## src/rtl/sqrt_pkg.sv

```systemverilog
// sqrt_pkg: shared definitions for the iterative fixed-point square-root unit.
//   - state_t    : FSM state encoding (IDLE, CALC, FIN, DONE)
//   - root_width : root width for a given radicand width and fractional bits
package sqrt_pkg;

    typedef enum logic [1:0] {
        ST_IDLE = 2'd0,
        ST_CALC = 2'd1,
        ST_FIN  = 2'd2,
        ST_DONE = 2'd3
    } state_t;

    // Integer part of the root is WIDTH/2 bits; FRAC_OUT fractional bits follow.
    function automatic int root_width(input int width, input int frac_out);
        return (width >> 1) + frac_out;
    endfunction

endpackage

```

## src/rtl/sqrt_fixed_iter_step.sv

```systemverilog
// sqrt_fixed_iter_step: one iteration of the restoring digit-by-digit square
// root recurrence (purely combinational).
//   rem_in   : partial remainder (ROOT_W+2 bits)
//   root_in  : partial root (ROOT_W bits)
//   pair_in  : next two radicand bits, MSB pair first
//   rem_out  : updated remainder
//   root_out : updated root (one new bit appended at the LSB)
module sqrt_fixed_iter_step #(
    parameter int ROOT_W = 14
) (
    input  logic [ROOT_W+1:0] rem_in,
    input  logic [ROOT_W-1:0] root_in,
    input  logic [1:0]        pair_in,
    output logic [ROOT_W+1:0] rem_out,
    output logic [ROOT_W-1:0] root_out
);

    logic [ROOT_W+1:0] trial_rem;
    logic [ROOT_W+1:0] trial_sub;
    logic              take;
    logic [ROOT_W-1:0] take_vec;

    // The remainder never exceeds 2*root, so with at most ROOT_W-1 root bits
    // settled, (rem<<2)|pair still fits in ROOT_W+2 bits; the bits shifted out
    // are always zero.
    assign trial_rem = (rem_in << 2) | {{ROOT_W{1'b0}}, pair_in};
    assign trial_sub = {root_in, 2'b01};
    assign take      = (trial_rem >= trial_sub);
    assign take_vec  = ROOT_W'(take);

    assign rem_out  = take ? (trial_rem - trial_sub) : trial_rem;
    assign root_out = (root_in << 1) | take_vec;

endmodule

```

## src/rtl/sqrt_fixed_iter.sv

```systemverilog
// sqrt_fixed_iter: iterative fixed-point square root, one root bit per cycle.
//   root = floor(sqrt(in_data * 2^(2*FRAC_OUT))), optionally rounded to
//   nearest with saturation at all-ones. rem is always the remainder of the
//   truncated root; exact flags rem == 0.
// Ports:
//   clk, rst (async, active-low)
//   in_valid / in_ready / in_data / round_en : radicand handshake
//   out_valid / out_ready / root / rem / exact : result handshake
// Accept at edge N -> out_valid after edge N+ROOT_W+1; results are held
// until out_ready, then the unit returns to IDLE on the next edge.
module sqrt_fixed_iter
    import sqrt_pkg::*;
#(
    parameter int WIDTH    = 16,
    parameter int FRAC_OUT = 6,
    localparam int ROOT_W  = root_width(WIDTH, FRAC_OUT)
) (
    input  logic              clk,
    input  logic              rst,
    input  logic              in_valid,
    output logic              in_ready,
    input  logic [WIDTH-1:0]  in_data,
    input  logic              round_en,
    output logic              out_valid,
    input  logic              out_ready,
    output logic [ROOT_W-1:0] root,
    output logic [ROOT_W:0]   rem,
    output logic              exact
);

    localparam int RAD_W = 2 * ROOT_W;
    localparam int CNT_W = (ROOT_W > 1) ? $clog2(ROOT_W) : 1;

    state_t            state_reg;
    logic [RAD_W-1:0]  rad_reg;
    logic              rnd_reg;
    logic [ROOT_W-1:0] root_acc_reg;
    logic [ROOT_W+1:0] rem_acc_reg;
    logic [CNT_W-1:0]  cnt_reg;
    logic [ROOT_W-1:0] root_reg;
    logic [ROOT_W:0]   rem_reg;
    logic              exact_reg;
    logic              out_valid_reg;
    logic              in_ready_reg;

    logic [ROOT_W+1:0] step_rem_next;
    logic [ROOT_W-1:0] step_root_next;
    logic              round_up;
    logic              root_sat;
    logic [ROOT_W-1:0] root_fin_next;

    sqrt_fixed_iter_step #(
        .ROOT_W (ROOT_W)
    ) u_step (
        .rem_in   (rem_acc_reg),
        .root_in  (root_acc_reg),
        .pair_in  (rad_reg[RAD_W-1 -: 2]),
        .rem_out  (step_rem_next),
        .root_out (step_root_next)
    );

    // Round up when R >= (root + 0.5)^2, i.e. rem >= root + 0.25, which for
    // integers is rem > root. An all-ones root cannot be incremented.
    assign round_up      = rnd_reg && (rem_acc_reg > (ROOT_W+2)'(root_acc_reg));
    assign root_sat      = &root_acc_reg;
    assign root_fin_next = (round_up && !root_sat) ? (root_acc_reg + 1'b1) : root_acc_reg;

    always_ff @(posedge clk or negedge rst) begin
        if (!rst) begin
            state_reg     <= ST_IDLE;
            rad_reg       <= '0;
            rnd_reg       <= 1'b0;
            root_acc_reg  <= '0;
            rem_acc_reg   <= '0;
            cnt_reg       <= '0;
            root_reg      <= '0;
            rem_reg       <= '0;
            exact_reg     <= 1'b0;
            out_valid_reg <= 1'b0;
            in_ready_reg  <= 1'b1;
        end else begin
            case (state_reg)
                ST_IDLE: begin
                    if (in_valid) begin
                        rad_reg      <= RAD_W'(in_data) << (2 * FRAC_OUT);
                        rnd_reg      <= round_en;
                        root_acc_reg <= '0;
                        rem_acc_reg  <= '0;
                        cnt_reg      <= CNT_W'(ROOT_W - 1);
                        in_ready_reg <= 1'b0;
                        state_reg    <= ST_CALC;
                    end
                end
                ST_CALC: begin
                    rem_acc_reg  <= step_rem_next;
                    root_acc_reg <= step_root_next;
                    rad_reg      <= rad_reg << 2;
                    if (cnt_reg == '0) begin
                        state_reg <= ST_FIN;
                    end else begin
                        cnt_reg <= cnt_reg - 1'b1;
                    end
                end
                ST_FIN: begin
                    root_reg      <= root_fin_next;
                    rem_reg       <= rem_acc_reg[ROOT_W:0];
                    exact_reg     <= (rem_acc_reg == '0);
                    out_valid_reg <= 1'b1;
                    state_reg     <= ST_DONE;
                end
                ST_DONE: begin
                    if (out_ready) begin
                        out_valid_reg <= 1'b0;
                        in_ready_reg  <= 1'b1;
                        state_reg     <= ST_IDLE;
                    end
                end
                default: begin
                    state_reg <= ST_IDLE;
                end
            endcase
        end
    end

    assign in_ready  = in_ready_reg;
    assign out_valid = out_valid_reg;
    assign root      = root_reg;
    assign rem       = rem_reg;
    assign exact     = exact_reg;

endmodule

```

## config.mk

```make
export PLATFORM = sky130hd
export DESIGN_NAME = sqrt_fixed_iter
export DESIGN_NICKNAME = d
export VERILOG_FILES = /design/src/rtl/sqrt_pkg.sv /design/src/rtl/sqrt_fixed_iter_step.sv /design/src/rtl/sqrt_fixed_iter.sv
export SDC_FILE = /design/constraint.sdc
export NUM_CORES = 1
export LEC_CHECK = 0
export BUFFER_PORTS_ARGS = -buffer_cell sky130_fd_sc_hd__buf_2
export CAP_MARGIN = 15
export CORE_UTILIZATION = 30
export CTS_CLUSTER_DIAMETER = 200
export CTS_CLUSTER_SIZE = 16
export DETAILED_ROUTE_END_ITERATION = 6
export MAX_ROUTING_LAYER = met4
export SLEW_MARGIN = 20
export SYNTH_ARGS = -nofsm -noshare
export SYNTH_HDL_FRONTEND = slang
export SYNTH_SLANG_ARGS = --single-unit
```

## constraint.sdc

```tcl
create_clock -name clk -period 3.4 [get_ports clk]
set_clock_uncertainty 0.1 [all_clocks]
set_input_delay 0.68 -clock clk [delete_from_list [all_inputs] [get_ports clk]]
set_output_delay 0.68 -clock clk [all_outputs]
set_load 0.02 [all_outputs]
```

==> summary.txt <==
Clock tree
  • Root Buffer: clkbuf_16
  • Cts repair resizes: 0
  • CTS Buffer Depth: 2
  • CTS Sinks: 85
  • Clk_lat worst skew: 350 ps
  • CTS tree: yes
  • Number of CTS-inserted buffers: 9
  • CTS Hold Buffers Added: 0
  • H-Tree Depth: 3
  • CTS clock-pin slew for the worst setup and hold paths: 60 ps
  • Post-CTS Setup Bufs: 0

Power and ir drop
  • Switching power: 2.84 mW
  • Sw Ratio: 45.6%
  • Worst vdd ir: 0.336 mV
  • Clk pwr share: 16.6%
  • Comb pwr share: 55.4%
  • Leak: 2.51 nW
  • Power consumption: 6.23 mW
  • P_int: 3.39 mW
  • Pwr Density: 1080 mW/mm^2
  • Sequential group share of total power: 28.1%

Placed design
  • # port buffers: 52
  • Routability Congestion: 0.963
  • Final HPWL DP: 9450 um
  • Dpl cells: 784

Worst setup path
  • CP Max Fanout: 16
  • Worst setup SP type: flop
  • Required @ worst endpoint: 3570 ps
  • CP arrival: 3180 ps
  • CP Class: reg -> reg
  • CP endpoint kind: flop

Global routing
  • Vias in the first global route: 4073
  • All-layer global routing usage: 17.1%
  • Pin count of the biggest net entering global routing: 86
  • Remaining global-route overflow: 0
  • First-pass GRT wire length: 21700 um
  • Initial antenna violation count: 0

Yosys
  • Syn nets: 580
  • Sequential area share after synthesis: 42.8%
  • Post-Syn Area: 0.00497 mm^2
  • Syn avg cell area: 9.28 um^2
  • Ys flop type: dfrtp_1
  • EDFF count, synth: 0
  • Asr flop ratio synth: 100%
  • Flops & latches, synth: 85
  • Mapped Cells: 535
  • Yosys warns: 0
  • Post-synthesis cell type count: 59

Cells and area
  • Final #Nets: 624
  • N_diodes: 0
  • Fraction of layout cells with a size suffix above 1: 18.0%
  • Fill cells: 1658
  • Syn-to-layout area delta: 16.2%
  • Final Non-Filler Cells: 800

Floorplan
  • # rows: 46
  • Die area: 0.0171 mm^2
  • Core Footprint: 0.0160 mm^2
  • Die W: 131 um
  • I/O pin count: 53
  • Initial core utilization: 31.0%
  • Die H: 131 um

STA
  • Minimum clock period: 3000 ps
  • Rel. slew slack: 46.2%
  • Fin crit share: 88.3%
  • Hold Violations, Final: 0
  • Achievable Freq: 0.333 GHz
  • RSZ-0062 raised after global routing: no
  • Final Max Slew Viols: 0
  • Slew of the pin with the lowest slew margin: 807 ps
  • Setup Viol. Count Final: 0
  • Setup_tns: 0 ps

Drt
  • WL/cell: 16.2 um
  • DR iter-0 viols: 308
  • Routed wire length: 13000 um
  • Vias: 4133
  • Avg Vias per Cell: 5.17
  • DR DRC count: 0
  • ANT nets after route: 0
  • First-pass DRT Iterations: 4

Flow run
  • Max_cap viols: 0

Outcome
  • Outcome: finished, final reports clean

Worst hold path
  • HP Class: in -> async
path summary, 6_finish.rpt:
kind	slack [ps]	depth (start not counted)	end	startpoint
worst max-delay path	400	8	root[11]$_DFFE_PN0P_	root_acc_reg[5]$_DFFE_PN0P_
worst min-delay path	260	1	root[9]$_DFFE_PN0P_	rst
worst max register to register	400	8	root[11]$_DFFE_PN0P_	root_acc_reg[5]$_DFFE_PN0P_
worst min register to register	380	2	rad_reg[24]$_DFFE_PN0P_	rad_reg[24]$_DFFE_PN0P_
max in group asynchronous	2350	1	rad_reg[15]$_DFFE_PN0P_	rst
min in group clk	380	2	rad_reg[24]$_DFFE_PN0P_	rad_reg[24]$_DFFE_PN0P_
cells in the mapped netlist, drive strengths merged (5+ instances only):
library cell	instances	area, um^2
xor2	6	52.6
nand2	69	259
nand4	15	100
o21ai	65	333
xnor2	8	70.1
nor3	7	35.0
a31oi	10	62.6
buf	7	41.3
o21a	5	37.5
nor4	8	50.1
nor2	25	93.8
o2bb2a	5	50.1
mux2i	25	250
inv	27	101
dfrtp	84	2100
nand3	17	85.1
mux2	16	180
ha	24	300
o311ai	5	43.8
a21oi	26	130
clkbuf	20	75.1
power by group through the flow:
stage | clock network (mW) | registers [mW] | logic (mW)
2_1_floorplan | 0 | 1.85 | 2.40
3_3_place_gp | 0 | 1.75 | 3.41
3_5_place_dp | 0 | 1.77 | 3.43
4_1_cts | 1.06 | 1.75 | 3.46
5_1_grt | 1.11 | 1.81 | 3.84
6_report | 1.03 | 1.75 | 3.45
critical path, stage by stage (launching register included):
cell and delay [ps]:
dfrtp_1 430, inv_1 100, ha_1 470, and4_2 340
o21ai_0 160, a311oi_4 390, o21ai_2 230, or4_1 520
a31oi_1 170
layout by cell type, fill, tap and decap left out, drive strengths merged, types with 6 or more instances in the layout:
master / instances
a21oi: 26
a31oi: 10
buf: 60
clkbuf: 12
dfrtp: 84
ha: 24
inv: 27
mux2: 16
mux2i: 25
nand2: 69
nand3: 17
nand4: 15
nor2: 25
nor3: 7
nor4: 8
o21ai: 65
xnor2: 8
xor2: 6
layer usage:
metal	up-vias	track usage (%)	part of all wire, %
met3	20	3.22	3.6
met1	1990	23.1	50
met4	0	6.63	2.0
li1	2040	-	-
met2	83	25.4	44
met5	-	-	0
kinds of logic after synthesis:
logic type,count (synthesis),synth area share (%)
compound gates,152,19.6
xor+xnor,14,2.47
fa+ha+maj,24,6.05
buf+inv,54,4.38
flops,85,42.8
mux,41,8.66
simple gates,165,16.0
final cells by class:
class | instances | area, um^2 | area share [%]
clock buffers | 12 | 267 | 4.62
clock inverters | 4 | 45.0 | 0.780
inverters | 27 | 101 | 1.76
multi-input cells | 396 | 2630 | 45.6
flip-flops and latches | 85 | 2130 | 36.9
well taps | 216 | 270 | 4.68
repair buffers | 60 | 327 | 5.66
per-stage QoR:
stage               hold WS (ps)  setup slack (ps)  utilization, %  area [um^2]
finish                       259               397            36.1         5770
CTS                          385               414            36.0         5770
global route                 360               220            36.1         5770
global placement             363               519            34.1         5460
detailed placement           371               445            34.1         5460
floorplan                    284               854               -         4970
Note: power is estimated with default switching activity, not from simulation.
